--- src/rtl/data_wb_if_pkg.sv ---
// -----------------------------------------------------------------------------
// data_wb_if_pkg -- shared definitions for the data-side Wishbone interface.
//
// Contents:
//   - bus widths (address/data, byte select, stall vector)
//   - ZeroWord, ChipEnable, WriteEnable encodings
//   - 2-bit FSM state encoding (IDLE, BUSY, WAIT_FOR_STALL)
//   - wb_req_t: the registered Wishbone master request bundle
// -----------------------------------------------------------------------------
package data_wb_if_pkg;

    localparam int BusWidth   = 32;
    localparam int SelWidth   = 4;
    localparam int StallWidth = 6;

    localparam logic [BusWidth-1:0] ZeroWord    = '0;
    localparam logic                ChipEnable  = 1'b1;
    localparam logic                WriteEnable = 1'b1;

    typedef enum logic [1:0] {
        IDLE           = 2'b00,
        BUSY           = 2'b01,
        WAIT_FOR_STALL = 2'b10
    } wb_state_e;

    // Everything the master drives onto the bus, registered as one unit so
    // that a completed or aborted access can be cleared with a single '0.
    typedef struct packed {
        logic [BusWidth-1:0] addr;
        logic [BusWidth-1:0] data;
        logic                we;
        logic [SelWidth-1:0] sel;
        logic                stb;
        logic                cyc;
    } wb_req_t;

endpackage

--- src/rtl/data_wb_if.sv ---
// -----------------------------------------------------------------------------
// data_wb_if -- bridges the pipeline memory-access stage to a Wishbone master.
//
// A CPU access seen in IDLE is registered onto the bus and the pipeline is
// stalled until the slave acks. Read data is passed straight through in the
// ack cycle; if the pipeline is still stalled by someone else at that point,
// the data is parked in rd_buf and presented from WAIT_FOR_STALL until the
// stall clears. A flush aborts any access in flight.
//
// Ports:
//   clk, rst          clock; asynchronous active-low reset
//   stall_i[5:0]      pipeline stall vector
//   flush_i           pipeline flush
//   cpu_ce/we/addr/sel/data_i   access request from the memory-access stage
//   cpu_data_o        load data back to the memory-access stage
//   stallreq          stall request to the stall controller (combinational)
//   wb_*              Wishbone master signals (outputs registered)
//   bus_err_o         one-cycle pulse when an access is aborted on timeout
//
// Build option:
//   WB_TIMEOUT_EN     when defined, an access that sees no ack for TIMEOUT
//                     BUSY cycles is aborted and bus_err_o pulses. When not
//                     defined, BUSY waits forever and bus_err_o is tied low.
// -----------------------------------------------------------------------------
module data_wb_if
    import data_wb_if_pkg::*;
#(
    parameter int unsigned TIMEOUT = 16
) (
    input  logic                  clk,
    input  logic                  rst,
    input  logic [StallWidth-1:0] stall_i,
    input  logic                  flush_i,

    input  logic                  cpu_ce_i,
    input  logic                  cpu_we_i,
    input  logic [BusWidth-1:0]   cpu_addr_i,
    input  logic [SelWidth-1:0]   cpu_sel_i,
    input  logic [BusWidth-1:0]   cpu_data_i,
    output logic [BusWidth-1:0]   cpu_data_o,
    output logic                  stallreq,

    input  logic [BusWidth-1:0]   wb_data_i,
    input  logic                  wb_ack_i,
    output logic [BusWidth-1:0]   wb_addr_o,
    output logic [BusWidth-1:0]   wb_data_o,
    output logic                  wb_we_o,
    output logic [SelWidth-1:0]   wb_sel_o,
    output logic                  wb_stb_o,
    output logic                  wb_cyc_o,

    output logic                  bus_err_o
);

    wb_state_e           state_q;
    wb_req_t             wb_q;
    logic [BusWidth-1:0] rd_buf_q;
    logic                err_pulse;   // high in the cycle after a timeout abort

    wire start_access = (cpu_ce_i == ChipEnable) && !flush_i && !err_pulse;
    wire is_read      = (wb_q.we != WriteEnable);

`ifdef WB_TIMEOUT_EN
    localparam int CntW = (TIMEOUT > 1) ? $clog2(TIMEOUT) : 1;
    localparam logic [CntW-1:0] CntLast = CntW'(TIMEOUT - 1);

    logic [CntW-1:0] cnt_q;
    logic            bus_err_q;

    assign err_pulse = bus_err_q;
    assign bus_err_o = bus_err_q;
`else
    wire unused_timeout = |TIMEOUT;

    assign err_pulse = 1'b0;
    assign bus_err_o = 1'b0;
`endif

    // NOTE: all state, including the rd_buf data register, uses non-blocking
    // assignments and is cleared by the async reset, so the bus strobes drop
    // the moment rst goes low rather than at the next edge.
    always_ff @(posedge clk or negedge rst) begin
        if (!rst) begin
            state_q   <= IDLE;
            wb_q      <= '0;
            rd_buf_q  <= ZeroWord;
`ifdef WB_TIMEOUT_EN
            cnt_q     <= '0;
            bus_err_q <= 1'b0;
`endif
        end else begin
`ifdef WB_TIMEOUT_EN
            bus_err_q <= 1'b0;
`endif
            unique case (state_q)
                IDLE: begin
                    if (start_access) begin
                        wb_q     <= '{addr: cpu_addr_i, data: cpu_data_i,
                                      we: cpu_we_i, sel: cpu_sel_i,
                                      stb: 1'b1, cyc: 1'b1};
                        rd_buf_q <= ZeroWord;
                        state_q  <= BUSY;
`ifdef WB_TIMEOUT_EN
                        cnt_q    <= '0;
`endif
                    end
                end

                BUSY: begin
                    // Flush wins over an ack arriving in the same cycle.
                    if (flush_i) begin
                        wb_q     <= '0;
                        rd_buf_q <= ZeroWord;
                        state_q  <= IDLE;
                    end else if (wb_ack_i) begin
                        wb_q <= '0;
                        if (is_read) begin
                            rd_buf_q <= wb_data_i;
                        end
                        state_q <= (stall_i != '0) ? WAIT_FOR_STALL : IDLE;
                    end
`ifdef WB_TIMEOUT_EN
                    else if (cnt_q == CntLast) begin
                        wb_q      <= '0;
                        bus_err_q <= 1'b1;
                        state_q   <= IDLE;
                    end else begin
                        cnt_q <= cnt_q + 1'b1;
                    end
`endif
                end

                WAIT_FOR_STALL: begin
                    if (flush_i) begin
                        rd_buf_q <= ZeroWord;
                        state_q  <= IDLE;
                    end else if (stall_i == '0) begin
                        state_q <= IDLE;
                    end
                end

                default: state_q <= IDLE;
            endcase
        end
    end

    // NOTE: every output of this block gets a default first, so no path can
    // leave one unassigned and infer a latch.
    always_comb begin
        stallreq   = 1'b0;
        cpu_data_o = ZeroWord;
        unique case (state_q)
            IDLE: stallreq = start_access;
            BUSY: begin
                stallreq = !wb_ack_i;
                if (wb_ack_i && is_read) begin
                    cpu_data_o = wb_data_i;
                end
            end
            WAIT_FOR_STALL: cpu_data_o = rd_buf_q;
            default: ;
        endcase
    end

    assign wb_addr_o = wb_q.addr;
    assign wb_data_o = wb_q.data;
    assign wb_we_o   = wb_q.we;
    assign wb_sel_o  = wb_q.sel;
    assign wb_stb_o  = wb_q.stb;
    assign wb_cyc_o  = wb_q.cyc;

endmodule

--- config.mk ---
export PLATFORM = sky130hd
export DESIGN_NAME = data_wb_if
export DESIGN_NICKNAME = d
export VERILOG_FILES = /design/src/rtl/data_wb_if_pkg.sv /design/src/rtl/data_wb_if.sv
export SDC_FILE = /design/constraint.sdc
export NUM_CORES = 1
export LEC_CHECK = 0
export BUFFER_PORTS_ARGS = -buffer_cell sky130_fd_sc_hd__buf_2
export CAP_MARGIN = 10
export CORE_ASPECT_RATIO = 1.5
export CORE_MARGIN = 5
export CORE_UTILIZATION = 40
export CTS_BUF_LIST = sky130_fd_sc_hd__clkbuf_16
export DETAILED_ROUTE_END_ITERATION = 10
export PLACE_DENSITY_LB_ADDON = 0.15
export SETUP_SLACK_MARGIN = 0.4
export SLEW_MARGIN = 20
export SYNTH_ARGS = -nofsm -noshare
export SYNTH_HDL_FRONTEND = slang
export SYNTH_SLANG_ARGS = --single-unit
--- constraint.sdc ---
create_clock -name clk -period 4.5 [get_ports clk]
set_clock_uncertainty 0.1 [all_clocks]
set_input_delay 0.45 -clock clk [delete_from_list [all_inputs] [get_ports clk]]
set_output_delay 0.45 -clock clk [all_outputs]
set_load 0.02 [all_outputs]
==> results.cfg <==
[cts]
post_cts_buffers = 0
tritoncts = yes
clk_path_buf_depth = 2
cts_resized = 0
cts_sinks = 104
clock_latency_ns = 0.33
cts_hold_buffers = 0
h-tree-depth = 3
clock-root-buffer = clkbuf_16
numCtsBuffers = 9
clk_pin_slew_ns = 0.07

[timing]
hold_viol_final = 0
min_period_over_period_pct = 73.05
hold_ws_ns = 0.09627
max_freq_mhz = 304.2
period_minus_slack_ns = 3.287
rsz0062_at_grt = false
fin_tns_setup_ns = 0
slew_headroom_pct = 31.36
worstMarginPinSlew_ns = 1.028
final_max_slew_viol_count = 0
finalSetupViolations = 0

[yosys]
synth-seq-area-share_pct = 52.49
synth_cell_types = 34
netlist_instances = 559
synth_nets = 674
ys.warnings.count = 0
ys_ff_latch = 104
synth.avg_cell_area_um2 = 8.870
syn_area_mm2 = 0.004959

[global_route]
grt_max_degree = 73
grt-ovfl-total = 0
grt_pass1_wl_um = 23320
antenna_found_initial = 0
grt_pass1_vias = 4648
grt.total_usage_pct = 19.23

[routing]
finalWirelength_um = 14500
detail_route.first_pass.iterations = 5
wl_per_cell_um = 16.20
ant_nets = 0
drt-initial-drc-count = 190
viasPerCell = 5.254
drc = 0
vias = 4702

[final_layout]
nets = 852
n_antenna_cell = 0
area_growth_pct = 27.93
drive_above_1_share_pct = 33.69
regArea_mm2 = 0.002603
nFillCells = 1155
multiInputGateArea_mm2 = 0.002101

[setup_path]
required_ns = 3.95
crit_arrival_ns = 2.74
cp_slowest_stage_delay_ns = 0.84
cpMaxStageDelayCell = and2_1
cp-end-kind = output pin
cp_max_fo = 27
worstSetupPathType = flop to output pin
path_cells = inv_1, ha_1, and2_1, a22oi_1, nor2b_1, buf_2
start_kind = flop

[min_path]
hold_path.class = input pin to async pin

[floorplanning]
num_io_pins = 217
start_util_pct = 41.05
dieArea_mm2 = 0.01477
chipHeight_um = 146.4
core.rowCount = 49
die_width_um = 100.9
coreArea_mm2 = 0.01208

[power]
p_leak_nw = 3.439
power.density_mw_per_mm2 = 733.1
vdd_drop_max_mv = 0.3469

[flow_run]
maxCapViolCount = 0

[status]
run_status = finished clean

[place]
place_congestion = 0.7579
dp_hpwl_um = 10280
io_buffers = 215
critical path: cells and delay by family (launching register included):
family	cells	cell delay, ns
simple gates	2	1.01
fa+ha+maj	1	0.55
flops	1	0.41
buf+inv	2	0.27
compound gates	1	0.16
cells in the final DEF (no fill, tap or decap), types with 2 or more instances in the layout:
master and instances:
a21oi_1 3, a22oi_1 27, a32oi_1 5, buf_2 214, buf_4 9, clkbuf_16 9
clkinvlp_4 3, dfrtp_1 104, ha_1 2, inv_1 3, nand2_1 173, nand4_1 69
nor2b_1 32, o21ai_0 35, o21ai_1 27, o22ai_2 2, o31ai_1 2, o31ai_2 3
logic make-up after synthesis:
group | synth area share [%]
compound gates | 13.75
fa+ha+maj | 0.7571
buf+inv | 5.576
flops | 52.49
mux | 0.2019
other cells | 0.07563
simple gates | 27.15
metal layers:
layer / routed length [µm] / global-route usage (%) / vias up
met2: 7324 / 32.29 / 172
li1: - / - / 2282
met3: 1151 / 4.773 / 23
met4: 304 / 6.653 / 0
met5: 0 / 0 / -
met1: 5722 / 23.86 / 2225
state kept, by name, summed over array words and instances (netlist names):
name	count
wb_data_o	32
wb_addr_o	32
rd_buf_q	32
wb_stb_o	1
wb_we_o	1
wb_sel_o	4
state_q	2
where the power goes:
group | switching [mW] | internal [mW]
clock network | 0.343 | 0.431
logic | 1.66 | 0.687
registers | 0.203 | 1.32
per-stage QoR:
step / power [mW] / setup slack, ns / instance area [µm²] / instances / utilization (%)
floorplan: 3.216 / 2.342 / 4959 / 559 / -
global route: 4.995 / 1.003 / 6344 / 895 / 52.52
finish: 4.650 / 1.213 / 6344 / 895 / 52.52
detailed placement: 3.923 / 1.572 / 6048 / 879 / 50.08
global placement: 3.873 / 1.629 / 6048 / 879 / 50.08
CTS: 4.709 / 1.208 / 6344 / 895 / 52.52
cell usage after synthesis:
| cell type | count | area (µm²) |
|---|---|---|
| mux2i_1 | 1 | 10.01 |
| o31ai_2 | 3 | 37.54 |
| buf_6 | 1 | 11.26 |
| nor2b_1 | 33 | 206.5 |
| inv_2 | 1 | 3.750 |
| and2b_1 | 1 | 7.510 |
| buf_2 | 13 | 65.06 |
| buf_4 | 7 | 52.55 |
| buf_1 | 1 | 3.750 |
| nor2_1 | 1 | 3.750 |
| nand2_1 | 173 | 649.4 |
| inv_1 | 3 | 11.26 |
| a32oi_1 | 5 | 43.79 |
| conb_1 | 1 | 3.750 |
| o221ai_2 | 1 | 15.01 |
| o21ai_0 | 35 | 175.2 |
| or2_4 | 1 | 8.760 |
| a22oi_1 | 27 | 202.7 |
| a22o_1 | 1 | 8.760 |
| a21oi_1 | 3 | 15.01 |
| ha_1 | 3 | 37.54 |
| o22ai_2 | 2 | 25.02 |
| dfrtp_1 | 104 | 2603 |
| clkbuf_1 | 33 | 123.9 |
| o221ai_1 | 1 | 8.760 |
| nor2_2 | 1 | 6.260 |
| o21ai_1 | 27 | 135.1 |
| or2_1 | 1 | 6.260 |
| nand4_1 | 69 | 431.7 |
| and2_1 | 1 | 6.260 |
| nand2b_4 | 1 | 13.76 |
| nor4_1 | 1 | 6.260 |
| clkbuf_2 | 1 | 5.000 |
| o31ai_1 | 2 | 15.01 |
worst paths after layout:
kind | startpoint | endpoint | slack (ns) | depth (start not counted)
hold / removal | rst | rd_buf_q[25] | 0.1 | 1
setup / recovery | state_q[1] | cpu_data_o[16] | 1.21 | 6
hold reg to reg | wb_addr_o[11] | wb_addr_o[11] | 0.36 | 2
min in group clk | wb_data_i[25] | rd_buf_q[25] | 0.25 | 3
setup reg to reg | state_q[0] | rd_buf_q[0] | 1.75 | 8
max in group asynchronous | rst | rd_buf_q[6] | 3.15 | 2
final cells by class:
cell class                      instances  area share, %
Clock buffer                            9          3.550
Clock inverter                          7          1.105
Inverter                                4         0.2367
Multi-Input combinational cell        395          33.12
Sequential cell                       104          41.03
Tap cell                              153          3.018
Timing Repair Buffer                  223          17.95
Power figures use the tool's default switching activity.
